<file path="config.mk">
export PLATFORM = sky130hd
export DESIGN_NAME = vericlock_set_ctrl_flat
export DESIGN_NICKNAME = d
export VERILOG_FILES = /design/src/rtl/vericlock_set_ctrl_if.sv /design/src/rtl/vericlock_set_ctrl.sv /design/src/flat_wrapper.sv
export SDC_FILE = /design/constraint.sdc
export NUM_CORES = 1
export LEC_CHECK = 0
export BUFFER_PORTS_ARGS = -buffer_cell sky130_fd_sc_hd__buf_2
export CAP_MARGIN = 20
export CORE_MARGIN = 2
export CORE_UTILIZATION = 40
export DETAILED_ROUTE_END_ITERATION = 10
export GPL_ROUTABILITY_DRIVEN = 1
export PLACE_DENSITY = 0.57
export SLEW_MARGIN = 5
export SYNTH_ARGS = -nofsm -noshare
export SYNTH_HDL_FRONTEND = slang
export SYNTH_SLANG_ARGS = --single-unit
</file>
<file path="constraint.sdc">
create_clock -name clk_100MHz -period 2.3 [get_ports clk_100MHz]
set_input_delay 0.23 -clock clk_100MHz [delete_from_list [all_inputs] [get_ports clk_100MHz]]
set_output_delay 0.23 -clock clk_100MHz [all_outputs]
set_load 0.1 [all_outputs]
</file>
<file path="src/rtl/vericlock_set_ctrl_if.sv">
// Button inputs and setting-mode outputs of the vericlock set controller.
interface vericlock_set_ctrl_if;
   logic       btn_mode;
   logic       btn_up;
   logic       inc_sec;
   logic       inc_min;
   logic       inc_hour;
   logic       inc_day;
   logic       inc_month;
   logic       inc_year;
   logic [2:0] field_sel;
   logic       set_mode;
   logic       blink;
   logic       hold_time;

   modport master (
      output btn_mode, btn_up,
      input  inc_sec, inc_min, inc_hour, inc_day, inc_month, inc_year,
      input  field_sel, set_mode, blink, hold_time
   );

   modport slave (
      input  btn_mode, btn_up,
      output inc_sec, inc_min, inc_hour, inc_day, inc_month, inc_year,
      output field_sel, set_mode, blink, hold_time
   );
endinterface

</file>
<file path="src/rtl/vericlock_set_ctrl.sv">
// vericlock time/date setting controller: button debounce, field-select FSM,
// increment pulses with auto-repeat, inactivity timeout and field blink.
module vericlock_set_ctrl #(
   parameter int DEBOUNCE_CYCLES     = 2_000_000,
   parameter int REPEAT_DELAY_CYCLES = 50_000_000,
   parameter int REPEAT_RATE_CYCLES  = 10_000_000,
   parameter int TIMEOUT_CYCLES      = 1_000_000_000,
   parameter int BLINK_CYCLES        = 25_000_000
) (
   input logic                 clk_100MHz,
   input logic                 reset,
   vericlock_set_ctrl_if.slave bus
);
   localparam int DW   = $clog2(DEBOUNCE_CYCLES + 1);
   localparam int HMAX = (REPEAT_DELAY_CYCLES > REPEAT_RATE_CYCLES) ?
                         REPEAT_DELAY_CYCLES : REPEAT_RATE_CYCLES;
   localparam int HW   = $clog2(HMAX + 1);
   localparam int TW   = $clog2(TIMEOUT_CYCLES + 1);
   localparam int BW   = $clog2(BLINK_CYCLES + 1);
   localparam int NB   = 2;  // button index: 0 = mode, 1 = up

   typedef enum logic [2:0] {
      RUN = 3'd0, HOUR = 3'd1, MIN = 3'd2, SEC = 3'd3,
      DAY = 3'd4, MONTH = 3'd5, YEAR = 3'd6
   } state_t;

   logic [NB-1:0]         raw, sync1, sync2, db, db_q;
   logic [NB-1:0][DW-1:0] db_cnt;
   logic [1:0]            settle;
   logic                  up_arm;
   state_t                state, state_nxt;
   logic                  rep_active, rep_fast;
   logic [HW-1:0]         hold_cnt;
   logic [TW-1:0]         inact_cnt;
   logic [BW-1:0]         blink_cnt;
   logic                  blink_q, set_mode_q, hold_time_q;
   logic [5:0]            inc_q;  // [0]=hour .. [5]=year, same order as field_sel-1
   logic                  mode_ev, up_ev, set_st, up_ok, rep_ev, fire, activity, timeout;

   assign raw = {bus.btn_up, bus.btn_mode};

   // Two-flop synchronizer and stability counter per button.
   always_ff @(posedge clk_100MHz) begin
      if (!reset) begin
         sync1  <= '0;
         sync2  <= '0;
         db     <= '0;
         db_q   <= '0;
         db_cnt <= '0;
      end else begin
         sync1 <= raw;
         sync2 <= sync1;
         db_q  <= db;
         for (int i = 0; i < NB; i++) begin
            if (sync2[i] == db[i]) begin
               db_cnt[i] <= '0;
            end else if (db_cnt[i] == DW'(DEBOUNCE_CYCLES - 1)) begin
               db[i]     <= sync2[i];
               db_cnt[i] <= '0;
            end else begin
               db_cnt[i] <= db_cnt[i] + 1'b1;
            end
         end
      end
   end

   // An up button held through reset must be seen released before it counts;
   // settle waits until sync2 carries a real post-reset sample.
   always_ff @(posedge clk_100MHz) begin
      if (!reset) begin
         settle <= '0;
         up_arm <= 1'b0;
      end else begin
         if (settle != 2'd2) settle <= settle + 2'd1;
         if (settle == 2'd2 && !db[1] && !sync2[1]) up_arm <= 1'b1;
      end
   end

   assign mode_ev  = db[0] & ~db_q[0];
   assign up_ev    = db[1] & ~db_q[1] & up_arm;
   assign set_st   = (state != RUN);
   assign up_ok    = up_ev & ~mode_ev & set_st;
   assign rep_ev   = rep_active & db[1] &
                     (hold_cnt == (rep_fast ? HW'(REPEAT_RATE_CYCLES) : HW'(REPEAT_DELAY_CYCLES)));
   assign fire     = set_st & ~mode_ev & (up_ok | rep_ev);
   assign activity = mode_ev | (up_ev & set_st) | rep_ev;
   assign timeout  = set_st & ~activity & (inact_cnt == TW'(TIMEOUT_CYCLES));

   // Next field: mode press steps (YEAR wraps to RUN), else inactivity drops to RUN.
   always_comb begin
      state_nxt = state;
      if (mode_ev)      state_nxt = (state == YEAR) ? RUN : state_t'(state + 3'd1);
      else if (timeout) state_nxt = RUN;
   end

   // FSM state, registered outputs, repeat/timeout/blink counters.
   always_ff @(posedge clk_100MHz) begin
      if (!reset) begin
         state       <= RUN;
         set_mode_q  <= 1'b0;
         hold_time_q <= 1'b0;
         inc_q       <= '0;
         rep_active  <= 1'b0;
         rep_fast    <= 1'b0;
         hold_cnt    <= '0;
         inact_cnt   <= '0;
         blink_q     <= 1'b0;
         blink_cnt   <= '0;
      end else begin
         state       <= state_nxt;
         set_mode_q  <= (state_nxt != RUN);
         hold_time_q <= (state_nxt == SEC);
         inc_q       <= fire ? (6'b1 << (state - 3'd1)) : 6'b0;

         // Repeat is armed only by an accepted press; a field change kills it
         // until btn_up is released and pressed again.
         if (mode_ev || !db[1] || state_nxt == RUN) begin
            rep_active <= 1'b0;
            rep_fast   <= 1'b0;
            hold_cnt   <= '0;
         end else if (up_ok) begin
            rep_active <= 1'b1;
            rep_fast   <= 1'b0;
            hold_cnt   <= HW'(1);
         end else if (rep_ev) begin
            rep_fast   <= 1'b1;
            hold_cnt   <= HW'(1);
         end else if (rep_active) begin
            hold_cnt   <= hold_cnt + 1'b1;
         end

         // inact_cnt holds cycles since the last activity; it never passes TIMEOUT.
         if (state_nxt == RUN) inact_cnt <= '0;
         else if (activity)    inact_cnt <= TW'(1);
         else                  inact_cnt <= inact_cnt + 1'b1;

         if (state_nxt == RUN) begin
            blink_q   <= 1'b0;
            blink_cnt <= '0;
         end else if (state_nxt != state) begin
            blink_q   <= 1'b1;
            blink_cnt <= '0;
         end else if (blink_cnt == BW'(BLINK_CYCLES - 1)) begin
            blink_q   <= ~blink_q;
            blink_cnt <= '0;
         end else begin
            blink_cnt <= blink_cnt + 1'b1;
         end
      end
   end

   assign bus.field_sel = state;
   assign bus.set_mode  = set_mode_q;
   assign bus.hold_time = hold_time_q;
   assign bus.blink     = blink_q;
   assign bus.inc_hour  = inc_q[0];
   assign bus.inc_min   = inc_q[1];
   assign bus.inc_sec   = inc_q[2];
   assign bus.inc_day   = inc_q[3];
   assign bus.inc_month = inc_q[4];
   assign bus.inc_year  = inc_q[5];
endmodule

</file>
<file path="src/flat_wrapper.sv">
// flat-port wrapper written by rule: the top's interface ports become plain ports
module vericlock_set_ctrl_flat 
#(
   parameter int DEBOUNCE_CYCLES     = 2_000_000,
   parameter int REPEAT_DELAY_CYCLES = 50_000_000,
   parameter int REPEAT_RATE_CYCLES  = 10_000_000,
   parameter int TIMEOUT_CYCLES      = 1_000_000_000,
   parameter int BLINK_CYCLES        = 25_000_000
)
  (clk_100MHz, reset, bus_btn_mode, bus_btn_up, bus_inc_sec, bus_inc_min, bus_inc_hour, bus_inc_day, bus_inc_month, bus_inc_year, bus_field_sel, bus_set_mode, bus_blink, bus_hold_time);
  vericlock_set_ctrl_if bus_i ();
  input logic clk_100MHz;
  input logic reset;
  input wire logic [$bits(bus_i.btn_mode)-1:0] bus_btn_mode;
  input wire logic [$bits(bus_i.btn_up)-1:0] bus_btn_up;
  output wire logic [$bits(bus_i.inc_sec)-1:0] bus_inc_sec;
  output wire logic [$bits(bus_i.inc_min)-1:0] bus_inc_min;
  output wire logic [$bits(bus_i.inc_hour)-1:0] bus_inc_hour;
  output wire logic [$bits(bus_i.inc_day)-1:0] bus_inc_day;
  output wire logic [$bits(bus_i.inc_month)-1:0] bus_inc_month;
  output wire logic [$bits(bus_i.inc_year)-1:0] bus_inc_year;
  output wire logic [$bits(bus_i.field_sel)-1:0] bus_field_sel;
  output wire logic [$bits(bus_i.set_mode)-1:0] bus_set_mode;
  output wire logic [$bits(bus_i.blink)-1:0] bus_blink;
  output wire logic [$bits(bus_i.hold_time)-1:0] bus_hold_time;
  assign bus_i.btn_mode = bus_btn_mode;
  assign bus_i.btn_up = bus_btn_up;
  assign bus_inc_sec = bus_i.inc_sec;
  assign bus_inc_min = bus_i.inc_min;
  assign bus_inc_hour = bus_i.inc_hour;
  assign bus_inc_day = bus_i.inc_day;
  assign bus_inc_month = bus_i.inc_month;
  assign bus_inc_year = bus_i.inc_year;
  assign bus_field_sel = bus_i.field_sel;
  assign bus_set_mode = bus_i.set_mode;
  assign bus_blink = bus_i.blink;
  assign bus_hold_time = bus_i.hold_time;
  vericlock_set_ctrl #(.DEBOUNCE_CYCLES(DEBOUNCE_CYCLES), .REPEAT_DELAY_CYCLES(REPEAT_DELAY_CYCLES), .REPEAT_RATE_CYCLES(REPEAT_RATE_CYCLES), .TIMEOUT_CYCLES(TIMEOUT_CYCLES), .BLINK_CYCLES(BLINK_CYCLES)) u_core (.clk_100MHz(clk_100MHz), .reset(reset), .bus(bus_i));
endmodule
</file>
---- Word level (Yosys, flattened, before mapping) ----
Index checks and enable logic that the tools add are counted.
Widths: inputs -> output; s select.
cells by class
  equality and inequality tests ........... 12
  muxes and demuxes ....................... 10
  $lt $le $gt $ge ......................... 0
  $mul .................................... 0
  bitwise gates (word level) .............. 23
  reduce and logical (&&, ||, !) cells .... 22
  $add $sub $neg .......................... 8
  shift-type cells ........................ 1
  div/mod/pow operators ................... 0
operators with widths
  cell                   count
  $add 21x1->21 const B  2
  $eq 21x21->1 const B   2
  $add 30x1->30 const B  1
  $eq 30x30->1 const B   1
  $add 26x1->26 const B  1
  $eq 26x26->1           1
  $mux 26                1
  $add 25x1->25 const B  1
  $eq 25x25->1 const B   1
  $and 1x1->1            12
  $reduce_or 3->1        4
  $mux 3                 3
  $reduce_bool 3->1      3
  $not 1->1              8
  $reduce_or 4->1        2
  $mux 1                 6
  $reduce_and 2->1       3
  $shl 1x3->6 const A    1
  $reduce_or 2->1        2
  $add 3x1->3 const B    1
  $eq 3x2->1 const B     1
  $eq 3x3->1 const B     1
  $logic_not 3->1        1
  $ne 3x3->1             1
  10 further kinds       16
word-level totals
  bits in latches ......................... 0
  input bits .............................. 4
  memories ................................ 0
  memory bits (writable) .................. 0
  output and inout port bits .............. 12
  ROM bits ................................ 0
  flip-flop bits (word level) ............. 148
  word-level logic and storage cells ...... 97

---- Depth between registers and ports, before layout ----
  depth in word-level cells ............... 14
  depth in mapped cells ................... 10
  gate-level depth less buffers ........... 8

---- Least setup slack after synthesis ----
Ideal clock, no wire load.
  path kind ............................... flip-flop to flip-flop
  start ................................... register u_core.state[0], in the netlist u_core.bus.field_sel[0]
  end ..................................... register u_core.inact_cnt[21]
  data required time ...................... 2.185 ns
  setup slack ............................. -0.711 ns
  stages on the path, launching flop included .. 11
  setup time .............................. 0.115 ns
  arrival time ............................ 2.897 ns
  clock period less this slack ............ 3.011 ns
  buffers on the path ..................... 2
  path through ............................ dfxtp_1 > inv_1 > ha_1 > nand2b_1 > nand3_1 > nor4_2 > a31oi_4 > nand4_1 > buf_2 > buf_6 > nor2_2
on the way
  cells in the longest elaborated chain, start to end .. 11
  elaborated cells on any way between the ends .. 14
  classes of those cells .................. add/sub (1); eq/ne (1); mux (3); bitwise (6); reduce/logical (3)
RTL lines
  item                         RTL line                   RTL
  from (decl)                  vericlock_set_ctrl.sv:31   state_t state, state_nxt;
  from (signal assigned)       vericlock_set_ctrl.sv:110  state <= state_nxt;
  $reduce_bool 3->1            vericlock_set_ctrl.sv:81   assign set_st = (state != RUN);
  $and 1x1->1                  vericlock_set_ctrl.sv:86   assign activity = mode_ev | (up_ev & set_st) | rep_ev;
  $or 1x1->1 (2 in a row)      vericlock_set_ctrl.sv:86
  $not 1->1                    vericlock_set_ctrl.sv:87   assign timeout = set_st & ~activity & (inact_cnt == TW'(TIMEOUT_CYCLES));
  $and 1x1->1 (2 in a row)     vericlock_set_ctrl.sv:87
  $mux 3                       vericlock_set_ctrl.sv:93   else if (timeout) state_nxt = RUN;
  $mux 3                       vericlock_set_ctrl.sv:92   if (mode_ev) state_nxt = (state == YEAR) ? RUN : state_t'(state + 3'd1);
  $logic_not 3->1              vericlock_set_ctrl.sv:133  if (state_nxt == RUN) inact_cnt <= '0;
  $reduce_or 3->1 (no line) *  n/a
  to (signal assigned)         vericlock_set_ctrl.sv:135  else inact_cnt <= inact_cnt + 1'b1;
  to (decl)                    vericlock_set_ctrl.sv:34   logic [TW-1:0] inact_cnt;
Every way passes the cells marked *; elsewhere a longest branch is shown, timed or not.
A chain may end at the register's enable or synchronous reset.

---- Final worst setup path ----
  start ................................... register u_core.hold_cnt[13]
  end ..................................... register u_core.inact_cnt[6]
on the way
  cells in the longest elaborated chain, start to end .. 10
RTL lines
  item                         RTL line                   RTL
  from (decl)                  vericlock_set_ctrl.sv:33   logic [HW-1:0] hold_cnt;
  from (signal assigned)       vericlock_set_ctrl.sv:129  hold_cnt <= hold_cnt + 1'b1;
  $eq 26x26->1 *               vericlock_set_ctrl.sv:84   (hold_cnt == (rep_fast ? HW'(REPEAT_RATE_CYCLES) : HW'(REPEAT_DELAY_CYCLES)));
  $and 1x1->1 *                vericlock_set_ctrl.sv:83   assign rep_ev = rep_active & db[1] &
  $or 1x1->1 *                 vericlock_set_ctrl.sv:86
  $not 1->1                    vericlock_set_ctrl.sv:87
  $and 1x1->1 (2 in a row)     vericlock_set_ctrl.sv:87
  $mux 3                       vericlock_set_ctrl.sv:93
  $mux 3                       vericlock_set_ctrl.sv:92
  $logic_not 3->1              vericlock_set_ctrl.sv:133
  $reduce_or 3->1 (no line) *  n/a
Marked as above.

==> reports/qor.txt <==
Gp weighted congestion - 0.7579
Root buf cell - clkbuf_16
Via count - 5264
Die height - 132.0 um
Worst r2r dst - u_core.inact_cnt[6]
CP Cell Sequence - nor4bb_1, mux2_2, nand4_1, buf_6, a31oi_4, buf_6, nand4_1, buf_6, clkbuf_16, nor2_1
Worst path required time - 2.66 ns
TritonCTS Buffers - 17
Number of routed nets with antenna violations - 0
Final slew viol count - 0
Cells on worst reg2reg path - 10
RSZ-0062 raised after global routing - yes
Slowest-stage cell, CP - dfxtp_1
Vias in the first global route - 5005
Number of vias per cell - 5.057
Seq/Total Area, Yosys - 0.4522
Ant. Diodes - 0
Syn Nets - 759
Synth cell count leaders - 148 x dfxtp_1, 148 x nor2_1, 75 x xor2_1
Area of the multi-input gates - 0.003825 mm^2
Register Area - 0.002984 mm^2
Hold WS - 0.03481 ns
Fmax - 422.9 MHz
Die width - 132.0 um
Max-Cap Viols - 0
Worst setup margin - -0.06470 ns
Global-route wire length before repair - 22.93 mm
DP HPWL - 9.123 mm
Fin area - 0.008409 mm^2
Die footprint - 0.01742 mm^2
Core ar. - 0.01594 mm^2
Layout cell share with drive strength beyond 1 - 0.2291
Initial core utilization - 0.4110
Hold/Removal Path Class - in -> reg
Post-layout util - 0.5275
Slew margin rel. - 0.6461
Final setup skew - 0.01055 ns
Ys Warns - 0
Pre-CTS WS - 0.006484 ns
Violated checks - negative setup slack
Leakage - 0.002784 uW
Drt pass-1 iters - 4
Top cells by area, synth - dfxtp_1 45%, xor2_1 10%, nor2_1 8.5%
Final hold vios - 0
Yosys cell types - 43
CP Max Fanout - 7
Outcome - finished with violations
GRT Util Overall - 0.1581
Minimum clock period - 2.365 ns
Top cell type's share of synthesized area - 0.4522
R2r setup slk - -0.06 ns
Yosys reg bits - 148
Critical Path Source Type - register
Number of top-level pins - 16
Post-route DRC - 0
Worst-margin pin slew - 0.5346 ns
Worst-path clk slew - 0.06 ns
Setup violators final - 40
# port buffers - 15
Row count - 46
Syn avg cell area - 8.831 um^2
Final net count - 829
Setup crit end - u_core.inact_cnt[6]
Sink Count - 148
Post-Syn Area - 0.006553 mm^2
Crit Path Class - reg -> reg
Wire per inst - 13.81 um
Area Overhead vs Synth - 28.34%
Async S/R FF share, synth - 0
Top Family by Delay on Critical Path - simple AND/OR/NAND/NOR gates
H-tree level count - 4
Clk_lat worst skew - 0.42 ns
Worst ir drop on vdd - 0.5639 mV
Congestion Overflow GR - 0
EDFF count, synth - 0
PwrDens - 657.3 mW/mm^2
Final Cycle Share - 1.028
Cell Area, Placed - 0.007149 mm^2
Post-synth top flop - dfxtp_1
# fillers - 1470
Crit path from - u_core.hold_cnt[13]
Most used cell, CP - buf_6
TritonCTS clock tree - yes
Largest net degree at the start of global routing - 30
Endpoint type of the worst setup path - register
Buf+Inv Stages, Crit Path - 4
Slowest Stage Delay on Critical Path - 0.46 ns
Clock buffer depth - 2
Fin Setup TNS - -1.126 ns
Initial antenna violation count - 0
Worst r2r src - u_core.hold_cnt[13]
Worst EP arrival - 2.72 ns
DR iter-0 viols - 237
Crit path depth - 10
Top cell type by total area after synthesis - dfxtp_1
DRT Wirelength - 14.38 mm
Post-Syn Instances - 742
[state kept, by name, summed over array words and instances, names as in the netlist, 2 cells and up]
signal,cells
u_core.blink_cnt,25
u_core.bus.field_sel,3
u_core.db,2
u_core.db_cnt,42
u_core.db_q,2
u_core.hold_cnt,26
u_core.inact_cnt,30
u_core.inc_q,6
u_core.settle,2
u_core.sync1,2
u_core.sync2,2
[layout by cell type, fill, tap and decap left out, types with 22 or more instances in the layout]
cell	instances
xor2_1	75
nand2_1	53
nor2_4	38
nand4_1	32
nand3_1	48
nor2_1	97
xnor2_1	42
dfxtp_1	139
buf_4	39
clkbuf_16	22
[worst reg2reg max path: stages, from the launching register on]
cell and delay (ns):
dfxtp_1 0.46, nor4bb_1 0.40, mux2_2 0.25, nand4_1 0.11, buf_6 0.16, a31oi_4 0.23, buf_6 0.13, nand4_1 0.12
buf_6 0.18, clkbuf_16 0.18, nor2_1 0.10
[cell families (layout without fill, tap and decap cells)]
kind of cell / count (synthesis) / after routing / synth area share
AOI/OAI and AO/OA: 22 / 22 / 0.02387
and+or+nand+nor: 397 / 397 / 0.3091
DFF: 148 / 148 / 0.4522
muxes: 6 / 6 / 0.009357
buffers and inverters: 39 / 122 / 0.02425
xor gates and xnor gates: 117 / 117 / 0.1564
adders and majority gates: 13 / 13 / 0.02482
[layout make-up]
cell class / instances / share of cell area
well taps: 216 / 0.03214
repair buffers: 70 / 0.07692
flip-flops and latches: 148 / 0.3549
clock buffers: 20 / 0.05431
multi-input cells: 555 / 0.4548
inverters: 20 / 0.008927
clock inverters: 12 / 0.01800
[routing by layer]
| layer | GRT usage | vias to the layer above | routed length (um) |
|---|---|---|---|
| met5 | 0 | - | 0 |
| met1 | 0.1976 | 2527 | 6784 |
| met3 | 0.06075 | 20 | 584 |
| li1 | - | 2666 | - |
| met2 | 0.2506 | 51 | 6794 |
| met4 | 0.05193 | 0 | 215 |
[stage by stage]
| stage | instances | total power (uW) |
|---|---|---|
| 6_report | 1041 | 5527 |
| 5_1_grt | 1041 | 5739 |
| 4_1_cts | 1023 | 5592 |
| 3_5_place_dp | 991 | 2745 |
| 3_3_place_gp | 991 | 2740 |
| 2_1_floorplan | 742 | 2726 |
[report_power, final]
group	switching [uW]	internal (uW)
logic	49.2	36.9
clock network	1070	1770
registers	15.0	2590
total	1140	4390
[worst min path at each step]
stage / startpoint / end / slack, ns / cells after the start
2_1_floorplan: bus_btn_mode / u_core.sync1[0] / 0.36 / 1
3_3_place_gp: u_core.sync1[0] / u_core.sync2[0] / 0.42 / 1
3_5_place_dp: u_core.sync1[1] / u_core.sync2[1] / 0.43 / 1
4_1_cts: bus_btn_up / u_core.sync1[1] / 0.02 / 2
5_1_grt: bus_btn_up / u_core.sync1[1] / 0.03 / 2
6_report: bus_btn_up / u_core.sync1[1] / 0.03 / 2
[repair_timing]
item	in CTS	in global routing
hold buffers	0	0
buffers inserted	0	11
pin swaps	1	43
gates resized for setup	1	118
endpoints found under the setup margin	16	87
cloned	0	7
(Power assumes the default switching activity.)
